--- config.mk ---
export PLATFORM = sky130hd
export DESIGN_NAME = fetch_unit
export DESIGN_NICKNAME = d
export VERILOG_FILES = /design/src/rtl/fetch_unit.sv
export SDC_FILE = /design/constraint.sdc
export NUM_CORES = 1
export LEC_CHECK = 0
export ABC_AREA = 1
export BUFFER_PORTS_ARGS = -buffer_cell sky130_fd_sc_hd__buf_2
export CAP_MARGIN = 20
export CORE_UTILIZATION = 53
export DETAILED_ROUTE_END_ITERATION = 6
export MAX_ROUTING_LAYER = met4
export PLACE_DENSITY = 0.81
export SYNTH_ARGS = -nofsm -noshare
export SYNTH_HDL_FRONTEND = slang
export SYNTH_SLANG_ARGS = --single-unit
--- constraint.sdc ---
create_clock -name clk -period 4.3 [get_ports clk]
set_input_delay 0.43 -clock clk [delete_from_list [all_inputs] [get_ports clk]]
set_output_delay 0.43 -clock clk [all_outputs]
set_load 0.02 [all_outputs]
--- src/rtl/fetch_unit.sv ---
// fetch_unit: instruction-fetch stage of the rv32i pipeline.
// Owns the architectural PC. Issues one fetch at a time to instruction
// memory over a valid/ready request channel with a separate response strobe.
// Drives the IF/ID pipeline register, including stall hold, bubbles and
// flush on a branch redirect.
//
// Ports:
//   clk, rst          clock, synchronous active-high reset
//   PCSrcE, PCTargetE branch redirect request and target (target bits [1:0] ignored)
//   StallD            hazard unit hold request for IF/ID
//   imem_req_valid    fetch request valid (registered)
//   imem_req_ready    memory accepts the request
//   imem_addr         word-aligned fetch address (registered)
//   imem_rsp_valid    response strobe, one per accepted request
//   imem_rsp_data     fetched instruction
//   InstrD, PCD, PCPlus4D, ValidD  IF/ID pipeline register contents
module fetch_unit #(
    parameter int unsigned    DPW       = 32,
    parameter logic [DPW-1:0] RESET_PC  = '0,
    parameter logic [31:0]    NOP_INSTR = 32'h0000_0013
) (
    input  logic           clk,
    input  logic           rst,
    input  logic           PCSrcE,
    input  logic [DPW-1:0] PCTargetE,
    input  logic           StallD,
    output logic           imem_req_valid,
    input  logic           imem_req_ready,
    output logic [DPW-1:0] imem_addr,
    input  logic           imem_rsp_valid,
    input  logic [31:0]    imem_rsp_data,
    output logic [31:0]    InstrD,
    output logic [DPW-1:0] PCD,
    output logic [DPW-1:0] PCPlus4D,
    output logic           ValidD
);

    localparam logic [DPW-1:0] PC_STEP    = DPW'(4);
    localparam logic [DPW-1:0] RESET_ADDR = {RESET_PC[DPW-1:2], 2'b00};

    typedef enum logic [1:0] {
        ST_REQ  = 2'd0,
        ST_WAIT = 2'd1,
        ST_HOLD = 2'd2
    } state_t;

    state_t         state_q, state_d;
    logic [DPW-1:0] pc_q, pc_d;
    logic [DPW-1:0] req_addr_q, req_addr_d;
    logic           drop_q, drop_d;
    logic           req_valid_q, req_valid_d;
    logic [31:0]    hold_instr_q, hold_instr_d;
    logic [DPW-1:0] hold_pc_q, hold_pc_d;

    logic [31:0]    instr_q, instr_d;
    logic [DPW-1:0] pcd_q, pcd_d;
    logic [DPW-1:0] pcp4_q, pcp4_d;
    logic           valid_q, valid_d;

    logic           handshake;
    logic [DPW-1:0] target;
    logic           deliver;
    logic [31:0]    dlv_instr;
    logic [DPW-1:0] dlv_pc;
    logic           unused_tgt_lsb;

    // Redirect targets are forced word aligned; the low bits carry no meaning.
    assign target         = {PCTargetE[DPW-1:2], 2'b00};
    assign unused_tgt_lsb = ^PCTargetE[1:0];

    assign handshake = (state_q == ST_REQ) && req_valid_q && imem_req_ready;

    // Next-state, PC bookkeeping and IF/ID update.
    always_comb begin
        state_d      = state_q;
        pc_d         = pc_q;
        req_addr_d   = req_addr_q;
        drop_d       = drop_q;
        hold_instr_d = hold_instr_q;
        hold_pc_d    = hold_pc_q;
        deliver      = 1'b0;
        dlv_instr    = hold_instr_q;
        dlv_pc       = hold_pc_q;
        instr_d      = instr_q;
        pcd_d        = pcd_q;
        pcp4_d       = pcp4_q;
        valid_d      = valid_q;

        case (state_q)
            ST_REQ: begin
                if (handshake) begin
                    state_d = ST_WAIT;
                end
                // The request to the old address still goes out; its
                // response is dropped and the refetch comes from pc_q.
                if (PCSrcE) begin
                    pc_d   = target;
                    drop_d = 1'b1;
                end
            end

            ST_WAIT: begin
                if (imem_rsp_valid) begin
                    if (PCSrcE) begin
                        pc_d       = target;
                        req_addr_d = target;
                        drop_d     = 1'b0;
                        state_d    = ST_REQ;
                    end else if (drop_q) begin
                        drop_d     = 1'b0;
                        req_addr_d = pc_q;
                        state_d    = ST_REQ;
                    end else if (!StallD) begin
                        deliver    = 1'b1;
                        dlv_instr  = imem_rsp_data;
                        dlv_pc     = req_addr_q;
                        pc_d       = req_addr_q + PC_STEP;
                        req_addr_d = req_addr_q + PC_STEP;
                        state_d    = ST_REQ;
                    end else begin
                        hold_instr_d = imem_rsp_data;
                        hold_pc_d    = req_addr_q;
                        state_d      = ST_HOLD;
                    end
                end else if (PCSrcE) begin
                    pc_d   = target;
                    drop_d = 1'b1;
                end
            end

            ST_HOLD: begin
                if (PCSrcE) begin
                    pc_d       = target;
                    req_addr_d = target;
                    state_d    = ST_REQ;
                end else if (!StallD) begin
                    deliver    = 1'b1;
                    dlv_instr  = hold_instr_q;
                    dlv_pc     = hold_pc_q;
                    pc_d       = hold_pc_q + PC_STEP;
                    req_addr_d = hold_pc_q + PC_STEP;
                    state_d    = ST_REQ;
                end
            end

            default: begin
                state_d = ST_REQ;
            end
        endcase

        // IF/ID: flush beats delivery beats stall; otherwise insert a bubble.
        if (PCSrcE) begin
            instr_d = NOP_INSTR;
            valid_d = 1'b0;
        end else if (deliver) begin
            instr_d = dlv_instr;
            pcd_d   = dlv_pc;
            pcp4_d  = dlv_pc + PC_STEP;
            valid_d = 1'b1;
        end else if (!StallD) begin
            instr_d = NOP_INSTR;
            valid_d = 1'b0;
        end

        req_valid_d = (state_d == ST_REQ);
    end

    // State and datapath registers.
    always_ff @(posedge clk) begin
        if (rst) begin
            state_q      <= ST_REQ;
            pc_q         <= RESET_ADDR;
            req_addr_q   <= RESET_ADDR;
            drop_q       <= 1'b0;
            req_valid_q  <= 1'b0;
            hold_instr_q <= NOP_INSTR;
            hold_pc_q    <= '0;
            instr_q      <= NOP_INSTR;
            pcd_q        <= '0;
            pcp4_q       <= '0;
            valid_q      <= 1'b0;
        end else begin
            state_q      <= state_d;
            pc_q         <= pc_d;
            req_addr_q   <= req_addr_d;
            drop_q       <= drop_d;
            req_valid_q  <= req_valid_d;
            hold_instr_q <= hold_instr_d;
            hold_pc_q    <= hold_pc_d;
            instr_q      <= instr_d;
            pcd_q        <= pcd_d;
            pcp4_q       <= pcp4_d;
            valid_q      <= valid_d;
        end
    end

    assign imem_req_valid = req_valid_q;
    assign imem_addr      = req_addr_q;
    assign InstrD         = instr_q;
    assign PCD            = pcd_q;
    assign PCPlus4D       = pcp4_q;
    assign ValidD         = valid_q;

    // A response is only legal while a request is outstanding.
    rsp_only_in_wait: assert property (@(posedge clk) disable iff (rst)
        imem_rsp_valid |-> (state_q == ST_WAIT));

endmodule

==> results.md <==
* First drt pass iteration count at 7
* DR vias/cell at 5.82
* Clk pin slew, worst setup/hold paths at 0.06 ns
* Slew Limit Fails at 0
* Wire length per cell at 18.5 um
* IO Port Bufs at 197
* Post-route DRC at 3
* Share of layout cells above drive strength 1 at 0.132
* Hold depth at 3
* Die Area at 25900 sq um
* Post-synthesis sequential area ratio at 0.339
* Fin. Hold Viols at 0
* Synth area leaders: dfxtp_1, nand2_1, a21oi_1, o21ai_0, nor2_1
* Final setup vio count at 0
* Leak at 6.45 nW
* #FFs+latches synth at 227
* Via count at 15200
* Syn Nets at 2232
* Total grt overflow at 0
* H-tree levels at 1
* Clock sinks at 227
* # rows at 57
* CP Max Fanout at 54
* Routed WL at 48.6 mm
* Post-Layout Cell Count at 2621
* VDD IR max at 0.000275 V
* WHS Endpoint: hold_instr_q[0]$_SDFFE_PP1P_
* DRT antenna net count at 0
* Die H at 161 um
* R2R Path End: PCPlus4D[20]$_SDFFE_PP0P_
* Worst slew pin tran at 1.05 ns
* Met2 wire length at 21.6 mm
* Failing checks: DRC
* Most common cell after layout, fill and taps aside: nand2_1
* Crit path arrival time at 3.81 ns
* Clk_skew at 0.0151 ns
* Later-pin clock latency in the skew report at 0.55 ns
* Critical path type: flop to flop
* Final TNS setup at 0 ns
* Largest net degree at the start of global routing at 83
* Io pins at 200
* ANT cells at 0
* Cell Area, Synth at 13400 sq um
* Met3 routed WL at 4.37 mm
* CP Capture Type: flop
* Top Layer Used: met4
* R2R setup slack at 0.91 ns
* M1 WL at 20.8 mm
* Layout fillers at 2355
* First-pass GRT wire length at 75.0 mm
* Placed Cells at 2573
* Outcome: finished, violations left
* RR Startpoint: state_q[1]$_SDFF_PP0_
* Starting DRT DRC Count at 1671
* Initial Util at 0.547
* Final WS setup at 0.909 ns
* Number of synthesis warnings at 0
* Initial antenna violation count at 0
* Placer Congestion at 0.979
* Cts-stage hold buffer count at 0
* Hold Path Class: input port to flop
* Die span in x at 161 um
* CTS buffer count at 26
* Bufs on Longest Clock Path at 3
* CTS resizes at 0
* Area Overhead vs Synth at 14.3%
* Postcts setup bufs at 0
* R2R depth at 14
* Hpwl dp at 34.3 mm
* Syn Inst Count at 2154
* Final #Nets at 2356
* Core Area at 24500 sq um
* Post-synth top area share at 0.339
* Vias in the first global route at 13900
* CTS tree: yes
* Most frequent cells in the layout: nand2_1, dfxtp_1, nor2_1
* Hold Crit Start: imem_rsp_data[0]
* MaxCap Viol Count at 0
* Gr usage total at 0.376
* Achievable Freq at 0.295 GHz
* CP required at 4.72 ns
* Syn avg cell area at 6.23 sq um
* Crit share post-route at 0.789
* Place WS at 1.00 ns
* Area leader, netlist: dfxtp_1
* Distinct cells, synth at 48
* Min Tclk post-route at 3.39 ns
* Crit start category: flop
* RSZ-0062 raised after global routing: false
* Root buf cell: clkbuf_16
* Slew margin rel. at 0.298
* PwrDens at 342 nW/um^2
synth_stat cells (all sizes together):
cell type  instances
and2               5
nand2            619
a31oi             30
nor3              40
a21boi             4
a41oi              1
o21ai            203
nand3            116
a21o               2
o2bb2ai            1
a22oi              3
clkinv             3
or2                1
nor2             227
o21a               2
dfxtp            227
buf               52
and3               1
o31ai              1
o211ai            14
nand3b             2
xnor2              2
o221ai            12
o311ai             1
xor2              23
o22ai             15
a211oi            20
inv              202
a21oi            201
nand4             32
clkbuf            73
a221oi             8
nor4               3
ha                 8
flip-flops by register name, indices dropped and copies added (netlist names):
register and count:
InstrD 32, PCD 32, ValidD 1, hold_instr_q 32, hold_pc_q 32, imem_addr 32, pc_q 32, PCPlus4D 30
imem_req_valid 1, drop_q 1, state_q 2
metal layers:
metal / vias up / global-route usage
met5: - / -
met4: 0 / 0.138
met3: 150 / 0.0503
met2: 833 / 0.575
met1: 6919 / 0.505
li1: 7343 / -
kinds of logic after synthesis:
group,synth area share
and+or+nand+nor,0.323
xor gates and xnor gates,0.0163
DFF,0.339
AOI/OAI and AO/OA,0.213
adders and majority gates,0.00746
buffers and inverters,0.101
stage by stage:
stage	hold WS, ns	utilization	area (sq um)	power, mW
finish	0.120	0.625	15300	5.24
global placement	0.433	0.588	14400	2.98
global route	0.133	0.625	15300	5.40
CTS	0.113	0.624	15300	5.23
detailed placement	0.440	0.588	14400	2.99
floorplan	0.425	-	13400	2.75
area by class of cell:
type | instances | area, sq um | area share
multi-input combinational | 1597 | 7530 | 0.491
inverter | 205 | 776 | 0.0506
tap | 324 | 405 | 0.0265
sequential | 227 | 4540 | 0.297
clock buffer | 39 | 811 | 0.0529
timing repair buffer | 221 | 1190 | 0.0777
clock inverter | 8 | 68.8 | 0.00449
critical path, cell delays in order, from the launching register on:
cell      delay (ns)
dfxtp_1         0.37
inv_1           0.09
ha_1            0.23
nand2_4         0.26
clkinv_4        0.28
nand3_4         0.27
buf_4           0.39
o21ai_1         0.14
nand2_2         0.13
clkinv_2        0.40
buf_12          0.36
nor2_1          0.11
nor2_1          0.05
nand2_1         0.11
a21oi_1         0.04
how the worst max path moves through the flow:
stage | from | to | slack [ns] | depth (start not counted)
3_3_place_gp | StallD | PCPlus4D[26]$_SDFFE_PP0P_ | 1.06 | 16
6_report | state_q[1]$_SDFF_PP0_ | PCPlus4D[20]$_SDFFE_PP0P_ | 0.91 | 14
5_1_grt | state_q[1]$_SDFF_PP0_ | PCPlus4D[11]$_SDFFE_PP0P_ | 0.60 | 14
2_1_floorplan | state_q[1]$_SDFF_PP0_ | PCPlus4D[18]$_SDFFE_PP0P_ | 1.82 | 19
4_1_cts | state_q[1]$_SDFF_PP0_ | PCPlus4D[11]$_SDFFE_PP0P_ | 0.96 | 14
3_5_place_dp | state_q[1]$_SDFF_PP0_ | PCPlus4D[27]$_SDFFE_PP0P_ | 1.00 | 14
power breakdown:
| group | total [mW] | internal, mW | switching, mW | leakage, nW |
|---|---|---|---|---|
| Clock | 2.26 | 1.36 | 0.907 | 0.443 |
| Combinational | 0.696 | 0.212 | 0.483 | 4.16 |
| Sequential | 2.28 | 2.18 | 0.105 | 1.84 |
| Total | 5.24 | 3.75 | 1.50 | 6.45 |
Power figures use the tool's default switching activity.
